File: src/rtl/mem_port_arbiter_pkg.sv
// Shared types and constants for the single-port memory arbiter.
package mem_port_arbiter_pkg;

  typedef enum logic [2:0] {
    StIdle,
    StIfetch,
    StDacc,
    StIret,
    StDret
  } arb_state_e;

  localparam int unsigned TimeoutDefault = 15;

endpackage

File: src/rtl/mem_port_arbiter_wait_timer.sv
// Wait-cycle counter for an outstanding memory request; flags the last permitted cycle.
module mem_wait_timer
  import mem_port_arbiter_pkg::*;
#(
  parameter int unsigned TIMEOUT = TimeoutDefault
) (
  input  logic i_clk,
  input  logic i_reset_n,
  input  logic i_clr,
  input  logic i_en,
  output logic o_expired
);

  localparam int unsigned CW = $clog2(TIMEOUT + 1);
  localparam logic [CW-1:0] LastCount = CW'(TIMEOUT - 1);

  logic [CW-1:0] r_count;

  always_ff @(posedge i_clk or negedge i_reset_n) begin
    if (!i_reset_n) begin
      r_count <= '0;
    end else if (i_clr) begin
      r_count <= '0;
    end else if (i_en) begin
      r_count <= r_count + CW'(1);
    end
  end

  // Expiry is asserted in the cycle whose increment would reach TIMEOUT.
  assign o_expired = i_en & (r_count == LastCount);

endmodule

File: src/rtl/mem_port_arbiter.sv
// Arbitrates fetch and MEM-stage accesses onto one req/ack memory port with timeout.
module mem_port_arbiter
  import mem_port_arbiter_pkg::*;
#(
  parameter int unsigned AW      = 32,
  parameter int unsigned DW      = 32,
  parameter int unsigned TIMEOUT = TimeoutDefault
) (
  input  logic          i_clk,
  input  logic          i_reset_n,
  input  logic          i_if_req,
  input  logic [AW-1:0] i_if_addr,
  output logic [DW-1:0] o_if_rdata,
  output logic          o_if_stall,
  input  logic          i_lw_mem,
  input  logic          i_sw_mem,
  input  logic [AW-1:0] i_mem_addr,
  input  logic [DW-1:0] i_mem_wdata,
  output logic [DW-1:0] o_mem_rdata,
  output logic          o_mem_stall,
  output logic          o_mreq,
  output logic          o_mwe,
  output logic [AW-1:0] o_maddr,
  output logic [DW-1:0] o_mwdata,
  input  logic [DW-1:0] i_mrdata,
  input  logic          i_mack,
  output logic          o_err
);

  arb_state_e    r_state, w_state_next;
  logic          r_mreq, w_mreq_next;
  logic          r_mwe, w_mwe_next;
  logic [AW-1:0] r_maddr, w_maddr_next;
  logic [DW-1:0] r_mwdata, w_mwdata_next;
  logic [DW-1:0] r_if_rdata, w_if_rdata_next;
  logic [DW-1:0] r_mem_rdata, w_mem_rdata_next;
  logic          r_err, w_err_next;

  logic w_data_req;
  logic w_tmr_clr;
  logic w_tmr_en;
  logic w_tmr_expired;

  mem_wait_timer #(
    .TIMEOUT(TIMEOUT)
  ) u_wait_timer (
    .i_clk    (i_clk),
    .i_reset_n(i_reset_n),
    .i_clr    (w_tmr_clr),
    .i_en     (w_tmr_en),
    .o_expired(w_tmr_expired)
  );

  assign w_data_req  = i_lw_mem | i_sw_mem;
  assign o_mem_stall = w_data_req & (r_state != StDret);
  assign o_if_stall  = (i_if_req & (r_state != StIret)) | o_mem_stall;

  always_comb begin
    w_state_next     = r_state;
    w_mreq_next      = r_mreq;
    w_mwe_next       = r_mwe;
    w_maddr_next     = r_maddr;
    w_mwdata_next    = r_mwdata;
    w_if_rdata_next  = r_if_rdata;
    w_mem_rdata_next = r_mem_rdata;
    w_err_next       = r_err | (i_lw_mem & i_sw_mem);
    w_tmr_clr        = 1'b0;
    w_tmr_en         = 1'b0;

    unique case (r_state)
      StIdle: begin
        // The MEM-stage instruction is older, so it wins over fetch.
        if (w_data_req) begin
          w_state_next  = StDacc;
          w_mreq_next   = 1'b1;
          w_mwe_next    = i_sw_mem;
          w_maddr_next  = i_mem_addr;
          w_mwdata_next = i_mem_wdata;
          w_tmr_clr     = 1'b1;
        end else if (i_if_req) begin
          w_state_next = StIfetch;
          w_mreq_next  = 1'b1;
          w_mwe_next   = 1'b0;
          w_maddr_next = i_if_addr;
          w_tmr_clr    = 1'b1;
        end
      end
      StIfetch: begin
        w_tmr_en = 1'b1;
        if (i_mack) begin
          w_if_rdata_next = i_mrdata;
          w_mreq_next     = 1'b0;
          w_state_next    = StIret;
        end else if (w_tmr_expired) begin
          w_if_rdata_next = '0;
          w_mreq_next     = 1'b0;
          w_err_next      = 1'b1;
          w_state_next    = StIret;
        end
      end
      StDacc: begin
        w_tmr_en = 1'b1;
        if (i_mack) begin
          if (!r_mwe) w_mem_rdata_next = i_mrdata;
          w_mreq_next  = 1'b0;
          w_state_next = StDret;
        end else if (w_tmr_expired) begin
          if (!r_mwe) w_mem_rdata_next = '0;
          w_mreq_next  = 1'b0;
          w_err_next   = 1'b1;
          w_state_next = StDret;
        end
      end
      StIret, StDret: w_state_next = StIdle;
      default:        w_state_next = StIdle;
    endcase
  end

  always_ff @(posedge i_clk or negedge i_reset_n) begin
    if (!i_reset_n) begin
      r_state     <= StIdle;
      r_mreq      <= 1'b0;
      r_mwe       <= 1'b0;
      r_maddr     <= '0;
      r_mwdata    <= '0;
      r_if_rdata  <= '0;
      r_mem_rdata <= '0;
      r_err       <= 1'b0;
    end else begin
      r_state     <= w_state_next;
      r_mreq      <= w_mreq_next;
      r_mwe       <= w_mwe_next;
      r_maddr     <= w_maddr_next;
      r_mwdata    <= w_mwdata_next;
      r_if_rdata  <= w_if_rdata_next;
      r_mem_rdata <= w_mem_rdata_next;
      r_err       <= w_err_next;
    end
  end

  assign o_mreq      = r_mreq;
  assign o_mwe       = r_mwe;
  assign o_maddr     = r_maddr;
  assign o_mwdata    = r_mwdata;
  assign o_if_rdata  = r_if_rdata;
  assign o_mem_rdata = r_mem_rdata;
  assign o_err       = r_err;

endmodule

File: config.mk
export PLATFORM = sky130hd
export DESIGN_NAME = mem_port_arbiter
export DESIGN_NICKNAME = d
export VERILOG_FILES = /design/src/rtl/mem_port_arbiter_pkg.sv /design/src/rtl/mem_port_arbiter_wait_timer.sv /design/src/rtl/mem_port_arbiter.sv
export SDC_FILE = /design/constraint.sdc
export NUM_CORES = 1
export LEC_CHECK = 0
export BUFFER_PORTS_ARGS = -buffer_cell sky130_fd_sc_hd__buf_2
export CAP_MARGIN = 0
export CELL_PAD_IN_SITES_DETAIL_PLACEMENT = 1
export CELL_PAD_IN_SITES_GLOBAL_PLACEMENT = 1
export CORE_MARGIN = 10
export CORE_UTILIZATION = 32
export CTS_CLUSTER_SIZE = 12
export DETAILED_ROUTE_END_ITERATION = 8
export PLACE_DENSITY_LB_ADDON = 0.1
export SETUP_SLACK_MARGIN = 0.15
export SYNTH_ARGS = -nofsm -noshare
export SYNTH_HDL_FRONTEND = slang
export SYNTH_SLANG_ARGS = --single-unit
File: constraint.sdc
create_clock -name i_clk -period 1.5 [get_ports i_clk]
set_clock_uncertainty 0.05 [all_clocks]
set_input_delay 0.075 -clock i_clk [delete_from_list [all_inputs] [get_ports i_clk]]
set_output_delay 0.075 -clock i_clk [all_outputs]
set_load 0.02 [all_outputs]
After elaboration in Yosys (flattened, before gate mapping)
Index checks and enable logic that the tools add are counted.
{"block": "totals", "reg_bits": 138, "in_bits": 134, "output_inout_bits": 133, "wordCells": 70}
{"block": "op_classes", "addsub": 1, "n_eq_ne": 9, "n_mux": 31, "bitwise": 8, "n_reduce_logical": 12}
{"op": "$mux 32", "n": 8}
{"op": "$mux 3", "n": 6}
{"op": "$mux 1", "n": 13}
{"op": "$ne 3x2->1 const B", "n": 3}
{"op": "$pmux 3 s3", "n": 1}
{"op": "$reduce_and 3->1", "n": 3}
{"op": "$mux 4", "n": 2}
{"op": "$reduce_bool 2->1", "n": 4}
{"op": "$ne 3x3->1 const B", "n": 2}
{"op": "$reduce_and 2->1", "n": 3}
{"op": "$add 4x1->4 const B", "n": 1}
{"op": "$and 1x1->1", "n": 4}
{"op": "$eq 4x4->1 const B", "n": 1}
{"op": "$eq 3x1->1 const B", "n": 1}
{"op": "$eq 3x2->1 const B", "n": 1}
{"op": "$logic_not 3->1", "n": 1}
{"op": "$ne 3x1->1 const B", "n": 1}
{"op": "$or 1x1->1", "n": 3}
{"op": "$pmux 1 s2", "n": 1}
{"op": "$reduce_or 2->1", "n": 1}
{"op": "$not 1->1", "n": 1}

Depth between registers and ports, before layout
{"block": "logic_depth", "depth_word": 7, "depth_mapped": 6, "depth_no_buf": 5}

Hierarchy
A second synthesis with hierarchy kept.
{"block": "unflattened", "hier_cells": 431, "area_unflattened_um2": 5871.9}
{"mod": "mem_port_arbiter", "instances": 1, "cells_per_inst": 411, "area_each_um2": 5649.2, "seq_area_each_um2": 3353.2}
{"mod": "mem_wait_timer", "instances": 1, "cells_per_inst": 20, "area_each_um2": 222.7, "seq_area_each_um2": 100.1}

Least setup slack after synthesis
No wires, ideal clock.
{"block": "synth_path", "path_type": "flip-flop to flip-flop", "startpoint": "register r_state[2]", "endpoint": "register r_maddr[1], in the netlist o_maddr[1]", "setup_ns": 0.138, "arrival_time_ns": 1.355, "required_ns": 1.312, "path_slack_ns": -0.043, "stages_incl_launch_ff": 7, "n_path_buf": 3, "period_less_slack_ns": 1.543, "cell_sequence": "dfrtp_1 -> buf_6 -> or3_1 -> clkbuf_1 -> clkbuf_2 -> o21ai_0 -> o21ai_0"}
{"block": "synth_via", "elab_chain_cells": 2}
{"item": "start, declared", "line": "mem_port_arbiter.sv:30", "source": "arb_state_e r_state, w_state_next;"}
{"item": "start signal, assigned", "line": "mem_port_arbiter.sv:121", "source": "r_state <= StIdle;"}
{"item": "start signal, assigned", "line": "mem_port_arbiter.sv:130", "source": "r_state <= w_state_next;"}
{"item": "$logic_not 3->1", "line": "mem_port_arbiter.sv:70", "source": "unique case (r_state)"}
{"item": "$reduce_and 2->1 (no source line)"}
{"item": "end signal, assigned", "line": "mem_port_arbiter.sv:133", "source": "r_maddr <= w_maddr_next;"}
{"item": "end, declared", "line": "mem_port_arbiter.sv:33", "source": "logic [AW-1:0] r_maddr, w_maddr_next;"}
No other way between the ends.
A chain may end at the register's enable or synchronous reset.

Worst setup path after layout
{"block": "layout_path", "startpoint": "register r_state[0]", "endpoint": "output port o_if_stall"}
{"block": "layout_via", "elab_chain_cells": 3, "word_cells_on_any_way": 5, "cone_classes": "eq/ne: 2; bitwise: 3"}
{"item": "$ne 3x2->1 / $ne 3x3->1 (equally long branches)", "line": "mem_port_arbiter.sv:56, mem_port_arbiter.sv:55"}
{"item": "$and 1x1->1, on equally long branches", "line": "mem_port_arbiter.sv:56, mem_port_arbiter.sv:55"}
{"item": "$or 1x1->1 *", "line": "mem_port_arbiter.sv:56", "source": "assign o_if_stall = (i_if_req & (r_state != StIret)) | o_mem_stall;"}
{"item": "end, declared", "line": "mem_port_arbiter.sv:14", "source": "output logic o_if_stall,"}
Every way passes the cells marked *; elsewhere a longest branch is shown, timed or not.

==> results.cfg <==
[run_status]
outcome = finished with violations
failed_checks = setup timing

[yosys]
yosys-top-cells-count = 138 x sky130_fd_sc_hd__dfrtp_1, 65 x sky130_fd_sc_hd__o21ai_0, 64 x sky130_fd_sc_hd__a32o_1, 33 x sky130_fd_sc_hd__mux2i_1, 32 x sky130_fd_sc_hd__mux2_2
most_frequent_cell_after_synthesis = sky130_fd_sc_hd__dfrtp_1
yosys.area_share.simple_pct = 3.05
synth_top_family_by_area = compound AO/OA/AOI/OAI gates
synth_nets = 555
syn-instance-count = 419
yosysTopAreaCellShare_pct = 61.4
yosysWarnings = 0
yosysSeqAreaShare_pct = 61.4
synth_adder_area_share_pct = 0.445
syn_avg_cell_area_um2 = 13.4
synth_compound_area_share_pct = 19.1
synth-edff-count = 0
synthArstFlopShare_pct = 100
yosys.area_share.xor_xnor_pct = 0.311
synth_area_um2 = 5630
synth.lib_cells_used.distinct = 36
synth.mux.area_fraction_pct = 12.3
ys.flop_type = sky130_fd_sc_hd__dfrtp_1
synthTopCellsByArea = sky130_fd_sc_hd__dfrtp_1 61%, sky130_fd_sc_hd__a32o_1 11%, sky130_fd_sc_hd__mux2_2 6.4%, sky130_fd_sc_hd__mux2i_1 5.9%, sky130_fd_sc_hd__o21ai_0 5.8%
synth_seq_cells = 138
yosys.area.top_type = sky130_fd_sc_hd__dfrtp_1

[power_and_ir_drop]
net_load_switching_power_w = 0.00861
ir_drop_uv = 1030
power_frac_seq_pct = 30.3
p_leak_nw = 4.79
pwr-share-comb_pct = 49.9
power_per_standard_cell_area_nw_per_um2 = 2130
clock_power_share_pct = 19.8
switching_share_pct = 39.9
cellInternalPower_w = 0.0130

[final_layout]
finalNonFillerCells = 1087
n_antenna_cell = 0
area_growth_pct = 80.3
post-route-util_pct = 58.6
final_area_um2 = 10100
drive_above_1_share_pct = 52.4
fin_nets = 987

[floorplan]
overall_die_height_um = 153
initial_core_util_pct = 32.5
boundaryPins = 267
die_width_um = 153
core_region_area_um2 = 17300
die_area_um2 = 23300
row_count = 48

[sta]
finalCritPeriodShare_pct = 111
rsz_0062_raised_after_global_routing = yes
layout_setup_ws_ns = -0.171
max_freq_ghz = 0.599
final-hold-violation-count = 0
setup_viol = 135
fin_setup_tns_ns = -16.10
min_period_ns = 1.67
worst_slew_margin_rel_pct = 55.7
finalMaxSlewViolations = 0
slew_at_the_pin_closest_to_its_max_slew_limit_ns = 0.665

[grt]
globalRoute.totalOverflow = 0
antenna_found_initial = 0
maximum_number_of_pins_on_one_net_before_global_route_repair = 64
grt_use_total_pct = 18.7
number_of_global_route_vias_before_repair = 6266
grt_pass1_wl_um = 35300

[worst_setup_path]
cp_max_fo = 6
path_depth = 5
worst_path_dominant_cell_family = flip-flops
setup.worst_path.start_class = register
worst-r2r-cell-count = 6
cp_slowest_cell = sky130_fd_sc_hd__dfrtp_2
critPathBufInv = 2
timing.critical_path.to_type = primary output
critPathArrivalTime_ns = 1.55
critical-path-max-stage-delay_ns = 0.42
worst_path_cell_chain = buf_6 -> nor2_4 -> a21oi_4 -> o32a_1 -> buf_6
critical-path-top-cell-by-count = sky130_fd_sc_hd__buf_6
critPathRequiredTime_ns = 1.37
path_class = reg -> out

[clock_network]
cts.root.buffer_cell = sky130_fd_sc_hd__clkbuf_16
cts_num_sinks = 138
clock_tree.htree_level_count = 4
insertion_delay_to_the_later_sink_of_the_worst_skew_pair_ns = 0.41
tritoncts = built
tritoncts.num_buffers = 17
path_clk_slew_ns = 0.06
max-clock-path-buffers = 2

[flow_run]
drv_cap = 0

[placed_design]
buffer_ports.inserted = 266
gp_routability_congestion = 0.753
detailed_place.area_um2 = 7450
dpl.cell_count = 901
detailedPlacementHpwl_um = 14400

[worst_hold_path]
timing.hold.worst.class = in -> reg
hold_depth = 4

[routing]
detail_route.first_pass.iterations = 5
detail_route.iter0.violations = 200
drcViolationCount = 0
detail_route.vias_per_cell = 5.13
drt_total_wl_um = 25000
via_count = 5579
ant_nets = 0
post_drt_wl_per_cell_um = 23.0
cells in the final DEF (no fill, tap or decap), drive strengths merged, types with 2 or more instances in the layout:
| master | count |
|---|---|
| a21oi | 7 |
| or3 | 2 |
| ha | 2 |
| inv | 2 |
| nand3 | 4 |
| o21ai | 68 |
| buf | 312 |
| nor2 | 3 |
| a32o | 64 |
| nor3 | 3 |
| clkinv | 4 |
| nand2 | 7 |
| dlygate4sd3 | 133 |
| clkbuf | 29 |
| o31ai | 2 |
| mux2i | 33 |
| bufinv | 3 |
| nor4b | 2 |
| dfrtp | 138 |
| mux2 | 32 |
through the flow:
stage | power, W | setup WS (ns) | hold slack (ns)
finish | 0.0216 | -0.171 | 0.0977
global route | 0.0227 | -0.226 | 0.118
CTS | 0.0199 | -0.150 | 0.0137
detailed placement | 0.0149 | -0.113 | -0.0123
global placement | 0.0146 | -0.0330 | -0.0208
floorplan | 0.0115 | -0.0144 | -0.271
cell type report:
| class | instances | area [um2] |
|---|---|---|
| clock inverters | 8 | 118 |
| repair buffers | 452 | 3470 |
| multi-input cells | 240 | 2330 |
| clock buffers | 22 | 484 |
| flip-flops and latches | 138 | 3460 |
| inverters | 2 | 7.51 |
| fillers | 1783 | 7150 |
| well taps | 225 | 282 |
sequential cells by signal, summed over array words and instances (netlist names), 3 cells and up:
signal	count
r_state	3
o_mem_rdata	32
o_mwdata	32
o_maddr	32
u_wait_timer.r_count	4
o_if_rdata	32
final timing paths:
kind                            slack, ns         from             end
max in group asynchronous            0.72    i_reset_n     o_maddr[27]
min in group asynchronous            0.11    i_reset_n  o_if_rdata[12]
worst max register to register      -0.17   r_state[1]    o_mwdata[11]
worst min register to register       0.43  o_maddr[25]     o_maddr[25]
worst max-delay path                -0.17   r_state[0]      o_if_stall
worst min-delay path                  0.1     i_lw_mem      r_state[0]
power groups by stage:
stage / sequential, W / clock, W / combinational, W
2_1_floorplan: 0.00841 / 0 / 0.00312
3_3_place_gp: 0.00641 / 0 / 0.00821
3_5_place_dp: 0.00649 / 0 / 0.00839
4_1_cts: 0.00644 / 0.00435 / 0.00914
5_1_grt: 0.00674 / 0.00456 / 0.0114
6_report: 0.00654 / 0.00427 / 0.0108
logic make-up (layout without fill, tap and decap cells):
family | count (synthesis) | after routing
AO/OA/AOI/OAI | 146 | 146
XOR/XNOR | 2 | 2
adder cells (fa/ha/maj) | 2 | 2
flip-flops | 138 | 138
multiplexers | 65 | 65
buffers and inverters | 41 | 484
AND/OR/NAND/NOR | 25 | 25
worst register-to-register path, cell delays in order, from the launching register on:
cell and delay, ns:
sky130_fd_sc_hd__dfrtp_1 0.39, sky130_fd_sc_hd__buf_6 0.14, sky130_fd_sc_hd__buf_6 0.12, sky130_fd_sc_hd__nor3_4 0.23
sky130_fd_sc_hd__nand2_4 0.14, sky130_fd_sc_hd__clkbuf_16 0.20, sky130_fd_sc_hd__mux2_2 0.28
timing repair:
item	4_1_cts	5_1_grt
gates cloned	2	11
endpoints found under the setup margin	136	138
pin swaps	1	41
resized for setup	23	85
hold endpoints to repair	269	0
hold buffers	133	0
buffers inserted	8	2
routing by layer:
| metal | wire length (um) | vias up | global-route usage (%) |
|---|---|---|---|
| li1 | - | 2494 | - |
| met1 | 9390 | 2843 | 19.9 |
| met2 | 13500 | 211 | 34.0 |
| met3 | 1580 | 31 | 6.66 |
| met4 | 449 | 0 | 5.59 |
| met5 | 0 | - | 0 |
(Power assumes the default switching activity.)
